===== src/rtl/ps2_key_decoder.sv =====
// PS/2 keyboard receiver and scan-code set 2 decoder.
// Raw ps2_clk/ps2_data are synchronized, and the clock is glitch-filtered.
// Each frame (start, 8 data LSB first, odd parity, stop) is shifted in on the filtered falling edges.
// Valid bytes are decoded for the E0 (extended) and F0 (break) prefixes.
// The last make code is presented on keycode, with a one-cycle strobe per make.
module ps2_key_decoder #(
    parameter int FILTER_LEN     = 8,
    parameter int TIMEOUT_CYCLES = 100000,
    parameter bit CLEAR_ON_BREAK = 1'b1
) (
    input  logic       CLK,
    input  logic       RESETN,
    input  logic       ps2_clk,
    input  logic       ps2_data,
    output logic [7:0] keycode,
    output logic       newkeyStrobe,
    output logic       extended,
    output logic       frame_err
);

    localparam int FW = $clog2(FILTER_LEN + 1);
    localparam int TW = $clog2(TIMEOUT_CYCLES + 1);

    typedef enum logic [1:0] {
        IDLE   = 2'd0,
        DATA   = 2'd1,
        PARITY = 2'd2,
        STOP   = 2'd3
    } rx_state_t;

    // The frame is good when the 8 data bits plus the parity bit hold an odd number of ones.
    function automatic logic odd_parity_ok(input logic [7:0] data, input logic par);
        return ^{data, par};
    endfunction

    logic          clk_meta_r, clk_sync_r, data_meta_r, data_sync_r;
    logic [FW-1:0] filt_cnt_r;
    logic          filt_level_r;
    logic          fall_tick_r;

    rx_state_t     state_r, state_s;
    logic [2:0]    bitcnt_r;
    logic [7:0]    shift_r;
    logic          par_r;
    logic [TW-1:0] tout_r;
    logic          byte_valid_r;
    logic          frame_err_r;
    logic          shift_en_s, cap_par_s, good_s, err_s, tout_hit_s;

    logic [7:0]    keycode_r;
    logic          extended_r, strobe_r, ext_pend_r, break_pend_r;

    // Two-flop synchronizers for the asynchronous PS/2 lines; the lines idle high.
    always_ff @(posedge CLK or negedge RESETN) begin
        if (!RESETN) begin
            clk_meta_r  <= 1'b1;
            clk_sync_r  <= 1'b1;
            data_meta_r <= 1'b1;
            data_sync_r <= 1'b1;
        end else begin
            clk_meta_r  <= ps2_clk;
            clk_sync_r  <= clk_meta_r;
            data_meta_r <= ps2_data;
            data_sync_r <= data_meta_r;
        end
    end

    // Glitch filter: the level flips after FILTER_LEN consecutive differing samples; 1->0 gives fall_tick.
    always_ff @(posedge CLK or negedge RESETN) begin
        if (!RESETN) begin
            filt_cnt_r   <= '0;
            filt_level_r <= 1'b1;
            fall_tick_r  <= 1'b0;
        end else if (clk_sync_r == filt_level_r) begin
            filt_cnt_r  <= '0;
            fall_tick_r <= 1'b0;
        end else if (filt_cnt_r == FW'(FILTER_LEN - 1)) begin
            filt_level_r <= clk_sync_r;
            filt_cnt_r   <= '0;
            fall_tick_r  <= filt_level_r;
        end else begin
            filt_cnt_r  <= filt_cnt_r + FW'(1'b1);
            fall_tick_r <= 1'b0;
        end
    end

    // Receive FSM state register.
    always_ff @(posedge CLK or negedge RESETN) begin
        if (!RESETN) begin
            state_r <= IDLE;
        end else begin
            state_r <= state_s;
        end
    end

    // Receive FSM next state and per-cycle control strobes.
    always_comb begin
        state_s    = state_r;
        shift_en_s = 1'b0;
        cap_par_s  = 1'b0;
        good_s     = 1'b0;
        err_s      = 1'b0;
        tout_hit_s = (tout_r == TW'(TIMEOUT_CYCLES - 1));
        case (state_r)
            IDLE: begin
                if (fall_tick_r) begin
                    if (!data_sync_r) begin
                        state_s = DATA;
                    end else begin
                        err_s = 1'b1;
                    end
                end else begin
                    state_s = IDLE;
                end
            end
            DATA: begin
                if (fall_tick_r) begin
                    shift_en_s = 1'b1;
                    if (bitcnt_r == 3'd7) begin
                        state_s = PARITY;
                    end else begin
                        state_s = DATA;
                    end
                end else if (tout_hit_s) begin
                    state_s = IDLE;
                    err_s   = 1'b1;
                end else begin
                    state_s = DATA;
                end
            end
            PARITY: begin
                if (fall_tick_r) begin
                    cap_par_s = 1'b1;
                    state_s   = STOP;
                end else if (tout_hit_s) begin
                    state_s = IDLE;
                    err_s   = 1'b1;
                end else begin
                    state_s = PARITY;
                end
            end
            STOP: begin
                if (fall_tick_r) begin
                    state_s = IDLE;
                    if (data_sync_r && odd_parity_ok(shift_r, par_r)) begin
                        good_s = 1'b1;
                    end else begin
                        err_s = 1'b1;
                    end
                end else if (tout_hit_s) begin
                    state_s = IDLE;
                    err_s   = 1'b1;
                end else begin
                    state_s = STOP;
                end
            end
            default: begin
                state_s = IDLE;
            end
        endcase
    end

    // Receive datapath: bit counter, shift register, parity capture, timeout counter, result pulses.
    always_ff @(posedge CLK or negedge RESETN) begin
        if (!RESETN) begin
            bitcnt_r     <= 3'd0;
            shift_r      <= 8'h00;
            par_r        <= 1'b0;
            tout_r       <= '0;
            byte_valid_r <= 1'b0;
            frame_err_r  <= 1'b0;
        end else begin
            if (state_r == IDLE) begin
                bitcnt_r <= 3'd0;
            end else if (shift_en_s) begin
                bitcnt_r <= bitcnt_r + 3'd1;
            end
            if (shift_en_s) begin
                shift_r <= {data_sync_r, shift_r[7:1]};
            end
            if (cap_par_s) begin
                par_r <= data_sync_r;
            end
            if ((state_r == IDLE) || fall_tick_r) begin
                tout_r <= '0;
            end else begin
                tout_r <= tout_r + TW'(1'b1);
            end
            byte_valid_r <= good_s;
            frame_err_r  <= err_s;
        end
    end

    // Scan-code decode: track E0/F0 prefixes, load make codes with a strobe, clear on a matching break.
    always_ff @(posedge CLK or negedge RESETN) begin
        if (!RESETN) begin
            keycode_r    <= 8'h00;
            extended_r   <= 1'b0;
            strobe_r     <= 1'b0;
            ext_pend_r   <= 1'b0;
            break_pend_r <= 1'b0;
        end else begin
            strobe_r <= 1'b0;
            if (byte_valid_r) begin
                if (shift_r == 8'hE0) begin
                    ext_pend_r <= 1'b1;
                end else if (shift_r == 8'hF0) begin
                    break_pend_r <= 1'b1;
                end else if (break_pend_r) begin
                    break_pend_r <= 1'b0;
                    ext_pend_r   <= 1'b0;
                    if (CLEAR_ON_BREAK && (shift_r == keycode_r) && (ext_pend_r == extended_r)) begin
                        keycode_r  <= 8'h00;
                        extended_r <= 1'b0;
                    end
                end else begin
                    keycode_r  <= shift_r;
                    extended_r <= ext_pend_r;
                    ext_pend_r <= 1'b0;
                    strobe_r   <= 1'b1;
                end
            end
        end
    end

    assign keycode      = keycode_r;
    assign extended     = extended_r;
    assign newkeyStrobe = strobe_r;
    assign frame_err    = frame_err_r;

endmodule


===== config.mk =====
export PLATFORM = sky130hd
export DESIGN_NAME = ps2_key_decoder
export DESIGN_NICKNAME = d
export VERILOG_FILES = /design/src/rtl/ps2_key_decoder.sv
export SDC_FILE = /design/constraint.sdc
export NUM_CORES = 1
export LEC_CHECK = 0
export ABC_CLOCK_PERIOD_IN_PS = 2300
export CAP_MARGIN = 0
export CORE_ASPECT_RATIO = 1.75
export CORE_UTILIZATION = 50
export DETAILED_ROUTE_END_ITERATION = 10
export GPL_TIMING_DRIVEN = 0
export HOLD_SLACK_MARGIN = 0.1
export PLACE_DENSITY = 0.69
export SYNTH_ARGS = -nofsm -noshare
export SYNTH_HDL_FRONTEND = slang
export SYNTH_SLANG_ARGS = --single-unit

===== constraint.sdc =====
create_clock -name CLK -period 2.3 [get_ports CLK]
set_input_delay 0.23 -clock CLK [delete_from_list [all_inputs] [get_ports CLK]]
set_output_delay 0.23 -clock CLK [all_outputs]
set_load 0.02 [all_outputs]

==> impl_metrics.yaml <==
setup_path:
  crit_family: "simple AND/OR/NAND/NOR gates"
  reg2reg_from: "shift_r[7]"
  reg2reg_depth: 4
  cp.arrival_ns: 2.06
  critPathBufInv: 0
  path_cells: "or4b_4, o31ai_1, nor4_2, o22ai_1"
  cpMaxStageDelayCell: "nor4_2"
  path_max_fanout: 9
  r2r_end: "keycode[4]"
  reg2reg_slack_ns: 0.39
  critPathKind: "register to register"
  worstPathRequired_ns: 2.45
  critPathCaptureType: "register"
  critical_path.max_stage_delay_ns: 0.75
  cp-start-kind: "register"
global_routing:
  grt_pass1_wl_um: 8400
  grt_max_degree: 31
  grt_pass1_vias: 1905
  grt-ovfl-total: 0
  antenna_found_initial: 0
  track_usage_pct: 19.0
synth:
  synth_edf_count: 0
  syn_avg_cell_area_um2: 11.1
  async_reset_ff_share_pct: 100
  synth-seq-cells: 55
  yosysWarnings: 0
  yosys.cell_types.count: 45
  syn_inst: 241
  synth.cell_area_mm2: 0.00266
  synthFlopType: "dfrtp_1"
  synth-seq-area-share_pct: 51.9
  synth_nets: 253
timing:
  finalClockSkew_ns: 0.0104
  maxSlewViolCount: 0
  fin_crit_sh_pct: 83.0
  tightest_slew_ns: 0.815
  timing_hold_violations_final: 0
  setup_viol: 0
  timing.final.crit_period_ns: 1.91
  maxSlewHeadroom_pct: 45.2
  max_freq_mhz: 524
  rsz0062_at_grt: "false"
clock_network:
  post_cts_buffers: 0
  clk-insertion-delay-late_ns: 0.31
  clock-sinks: 55
  clk_pin_slew_ns: 0.10
  cts_hold_buffers: 1
  h-tree-depth: 2
  cts_root_buf: "clkbuf_8"
  cts_tree: "yes"
  cts_resized: 0
  ctsLongestPathBuffers: 2
  cts_inserted_buffers: 5
route:
  drt_first_pass_iters: 9
  first_iter_violations: 37
  detail-route-antenna-nets: 0
  vias: 1828
  route.detailed.drc: 2
  routed_wl_um: 4710
  wl_per_cell_um: 14.8
  viasPerCell: 5.73
final_layout:
  fillCellCount: 444
  final_cell_mix: "dfrtp_1, nand2_1, xnor2_1, nor2_1"
  n_antenna_cell: 0
  register_area_mm2: 0.00138
  fin_util_pct: 59.0
  syn_to_final_growth_pct: 12.2
  drive_gt1_share_pct: 13.2
  layout_commonest_cell: "dfrtp_1"
  multi_input_area_mm2: 0.00121
  final_nets: 276
floorplanning:
  num_rows: 34
  die_w_um: 57.2
  io_pins: 15
  die_area_mm2: 0.00563
  die_h_um: 98.6
  core_area_mm2: 0.00506
  start_util_pct: 52.6
hold_path:
  whs_endpoint: "clk_meta_r"
  holdCritStartpoint: "ps2_clk"
  hold_depth: 1
  hold_class: "input port to register"
status:
  status: "finished, violations left"
  violations: "design-rule violations"
place:
  dp_hpwl_um: 3510
  gp_congestion: 0.777
  io_buffers: 14
power_and_ir_drop:
  p_leak_uw: 0.00125
  power_uw: 1670
  power_density_mw_per_mm2: 558
  ir_worst_vdd_mv: 0.343
run:
  maxCapViolCount: 0
layer usage:
metal / global-route usage, % / up-vias / part of all wire [%]
met5: 0 / - / 0
met4: 6.75 / 0 / 2.0
met3: 3.02 / 9 / 2.1
met2: 37.6 / 30 / 57
met1: 19.1 / 900 / 39
li1: - / 889 / -
worst max-delay path by stage:
stage | start | slack (ns) | end | depth (start not counted)
floorplan | shift_r[2] | 0.61 | extended | 5
global placement | RESETN | -0.65 | tout_r[11] | 1
detailed placement | shift_r[7] | 0.39 | keycode[4] | 4
CTS | shift_r[7] | 0.36 | keycode[4] | 4
global route | shift_r[7] | 0.22 | keycode[2] | 4
finish | shift_r[7] | 0.39 | keycode[4] | 4
cells in the mapped netlist (2+ instances only):
cell | number | area share [%]
a21oi_1 | 13 | 2.4
and3_1 | 2 | 0.47
clkbuf_1 | 5 | 0.70
dfrtp_1 | 50 | 47
dfstp_2 | 5 | 4.9
ha_1 | 8 | 3.8
inv_1 | 8 | 1.1
mux2_2 | 9 | 3.8
nand2_1 | 22 | 3.1
nand3_1 | 8 | 1.5
nand4_1 | 7 | 1.6
nor2_1 | 18 | 2.5
nor3_1 | 3 | 0.56
nor3b_1 | 3 | 0.85
nor4b_1 | 3 | 0.99
nor4bb_1 | 2 | 0.75
o21ai_0 | 9 | 1.7
o2bb2ai_1 | 8 | 2.6
o31a_1 | 2 | 0.66
or3_1 | 4 | 0.94
or4b_4 | 2 | 1.0
xnor2_1 | 21 | 6.9
xor2_1 | 7 | 2.3
kinds of logic (layout without fill, tap and decap cells):
| logic type | Yosys count | after routing | share of synthesized area (%) |
|---|---|---|---|
| simple gates | 84 | 84 | 17.4 |
| flops | 55 | 55 | 51.9 |
| compound gates | 40 | 40 | 10.4 |
| xor+xnor | 29 | 29 | 10.1 |
| buf+inv | 16 | 40 | 2.68 |
| mux | 9 | 9 | 3.80 |
| fa+ha+maj | 8 | 8 | 3.76 |
final cells by class:
class	count	area share [%]
buffer	7	1.26
clock buffer	7	2.89
clock inverter	1	0.168
inverter	9	1.13
multi-input combinational	170	40.5
sequential	55	46.3
tap	54	2.26
timing repair buffer	16	5.53
per-stage QoR:
step | instance area (µm²) | setup slack, ns | setup TNS (ns) | hold slack, ns | std cells
floorplan | 2660 | 0.614 | 0 | -0.0656 | 241
global placement | 2870 | -0.650 | -32.72 | 0.346 | 309
detailed placement | 2890 | 0.391 | 0 | 0.276 | 310
CTS | 2990 | 0.361 | 0 | 0.315 | 319
global route | 2990 | 0.220 | 0 | 0.319 | 319
finish | 2990 | 0.390 | 0 | 0.326 | 319
power breakdown:
group	switching (µW)	leakage [µW]	total, µW	internal [µW]
combinational	49.4	0.000454	94.1	44.7
clock	299	0.0000482	542	244
sequential	23.4	0.000749	1030	1010
state kept, by name, summed over array words and instances (netlist names):
register	cells
byte_valid_r	1
par_r	1
clk_meta_r	1
filt_cnt_r	4
frame_err	1
keycode	8
break_pend_r	1
newkeyStrobe	1
tout_r	17
filt_level_r	1
ext_pend_r	1
shift_r	8
data_sync_r	1
state_r	2
data_meta_r	1
fall_tick_r	1
extended	1
clk_sync_r	1
bitcnt_r	3
No activity file was read; power rests on OpenSTA's default activity.
==> RTL change: new RTL, same flow settings <==
The parameter `TIMEOUT_CYCLES` goes from 100000 to 400000.
--- a/src/rtl/ps2_key_decoder.sv
+++ b/src/rtl/ps2_key_decoder.sv
@@ -7,3 +7,3 @@
     parameter int FILTER_LEN     = 8,
-    parameter int TIMEOUT_CYCLES = 100000,
+    parameter int TIMEOUT_CYCLES = 400000,
     parameter bit CLEAR_ON_BREAK = 1'b1
Formal check against the unedited RTL: same outputs for any inputs over 10 cycles, from zero or initial values and one cycle with RESETN low; that may be too few to reach the edited logic, so the function may still have changed.
==> RTL change against the unedited design <==
- the flow still finishes with violations (design-rule violations)
- synthesized area increased by 2.9%
- first-iteration DRC count increased by 100%
- largest power group unchanged
- cell count is 8.8% higher
- sequential cell count grew 2
- highest routed layer unchanged
- cell area grew 6.3%
- routed wire length grew 7.2%
- worst setup slack worse by 0.083 ns
- total power is 25% higher
- critical path depth grew 1
- largest cell class unchanged
- via count rose by 6.8%
==> RTL change: results (changes against the unedited design) <==
routed_wl_mm: 5.05  # +7.2%
reg2reg_from: "shift_r[2]"
status: "finished, violations left"
clock-root-buffer: "clkbuf_8"
crit_fanout: 10  # +1
min_from: "ps2_clk"
numCtsBuffers: 9  # +4
clockBufferDepth: 2  # unchanged
async_reset_ff_share_pct: 100  # unchanged
h-tree-depth: 3  # +1
largest_reg_flops: 19  # +2
violations: "design-rule violations"
drt_iter0_markers: 75  # +100%
ys_top_cells_by_area: "dfrtp_1 47%, xnor2_1 7.4%, dfstp_2 4.8%, nand2_1 4.0%, mux2_2 3.7%"
largest-register: "tout_r"
p_leak_uw: 0.00133  # +5.9%
synth_largest_area_cell: "dfrtp_1"
clkLatencyLatePin_ns: 0.33  # +0.02 ns
path_clk_slew_ns: 0.07  # -0.03 ns
ys_warn_count: 0  # unchanged
drive_above_1_share_pct: 13.4  # +0.15 points
synth_common_cells: "52 x dfrtp_1, 29 x nand2_1, 23 x xnor2_1"
placed_cells: 330  # +6.5%
syn_inst: 260  # +7.9%
drc_errors: 4  # +2
antenna_found_initial: 0  # unchanged
gp_congestion: 0.823  # +6.0%
hold_path.class: "in -> reg"
slew_headroom_pct: 49.0  # +3.8 points
syn-num-nets: 272  # +7.5%
io_buffers: 14  # unchanged
wire_per_inst_um: 14.6  # -1.5%
yosysSeqAreaShare_pct: 52.3  # +0.38 points
grt_pass1_wl_mm: 9.05  # +7.7%
hold_end: "clk_meta_r"
hold_path_depth: 1  # unchanged
fin_nets: 299  # +8.3%
arrival_ns: 2.25  # +0.19 ns
skew_ns: 0.00808  # -0.00236 ns
reg2reg_slack_ns: 0.31  # -0.08 ns
timing.hold.ws_ns: 0.301  # -0.0253 ns
vdd.ir_drop.worst_v: 0.000470  # +37%
reg2reg_depth: 5  # +1
grt_pass1_vias: 2014  # +5.7%
yosysUniqueCellTypes: 42  # -6.7%
via_per_inst: 5.63  # -1.8%
firstDrtPassIters: 7  # -2
synth-edff-count: 0  # unchanged
num_antenna_cells: 0  # unchanged
r2r_end: "keycode[2]"
place.detailed.hpwl_mm: 3.65  # +3.9%
track_usage_pct: 20.9  # +1.9 points
grt_max_degree: 41  # +32%
==> RTL change: changes by cell type after synthesis, moves of 3 or more <==
cell,delta
nor4_1,+5
nand2_1,+7
nor4b_1,-3
o2bb2ai_1,-3
o21ai_0,+4
==> RTL change: kinds of logic (layout without fill, tap and decap cells) <==
kind of cell               Yosys count  in the layout  share of synthesized area (%)
and+or+nand+nor                     99             99                           19.0
buffers and inverters               17             49                           2.42
muxes                               10             10                           4.06
AOI/OAI and AO/OA                   40             40                           8.81
DFF                                 57             57                           52.3
xor gates and xnor gates            29             29                           9.77
adders and majority gates            8              8                           3.65
==> RTL change: power breakdown <==
part	leakage [uW]	total [uW]	switching, uW	internal, uW
Clock	0.0000953	920	395	526
Sequential	0.000777	1070	24.9	1040
Combinational	0.000453	95.9	51.1	44.8
==> RTL change: critical path, cell delays in order (launching register included) <==
cell     delay (ns)
dfrtp_1        0.45
or4b_2         0.75
o21ai_0        0.23
buf_2          0.26
nand2_1        0.08
o21ai_0        0.15
==> RTL change: layer usage <==
layer / wire length [um] / vias to the layer above / global-route usage, %
met4: 216 / 0 / 12.8
met3: 157 / 17 / 5.54
met1: 1950 / 929 / 22.3
met5: 0 / - / 0
met2: 2730 / 39 / 35.9
li1: - / 968 / -
==> RTL change: worst max-delay path by stage <==
stage          startpoint             to  slack, ns  depth (start not counted)
2_1_floorplan  shift_r[7]     keycode[0]       0.51                          4
3_3_place_gp       RESETN  filt_cnt_r[1]      -0.77                          1
3_5_place_dp   shift_r[7]     keycode[0]     -0.005                          4
4_1_cts        shift_r[2]     keycode[2]       0.31                          5
5_1_grt        shift_r[7]     keycode[0]       0.13                          4
6_report       shift_r[2]     keycode[2]       0.31                          5
==> RTL change: what timing repair did <==
item,4_1_cts,5_1_grt
endpoints found under the setup margin,2,0
endpoints found under the hold margin,17,0
hold buffers,1,0
buffers inserted,0,0
gates resized for setup,1,0
==> RTL change: cell type report <==
class	count	area [sq um]
Timing Repair Buffer	16	165
Multi-Input combinational cell	186	1250
Clock inverter	5	55.1
Tap cell	55	68.8
Sequential cell	57	1430
Fill cell	439	2080
Clock buffer	11	141
Buffer	7	28.8
Inverter	10	37.5
==> RTL change: per-stage QoR <==
stage / instance area (sq um) / setup slack (ns) / util, % / TNS (ns) / power (uW)
after floorplan: 2740 / 0.508 / - / 0 / 1140
after global placement: 2950 / -0.771 / 56.1 / -40.73 / 1180
after detailed placement: 2960 / -0.00480 / 56.4 / -0.00520 / 1180
after CTS: 3180 / 0.306 / 60.5 / 0 / 2110
after global routing: 3180 / 0.127 / 60.5 / 0 / 2180
final: 3180 / 0.307 / 60.5 / 0 / 2080
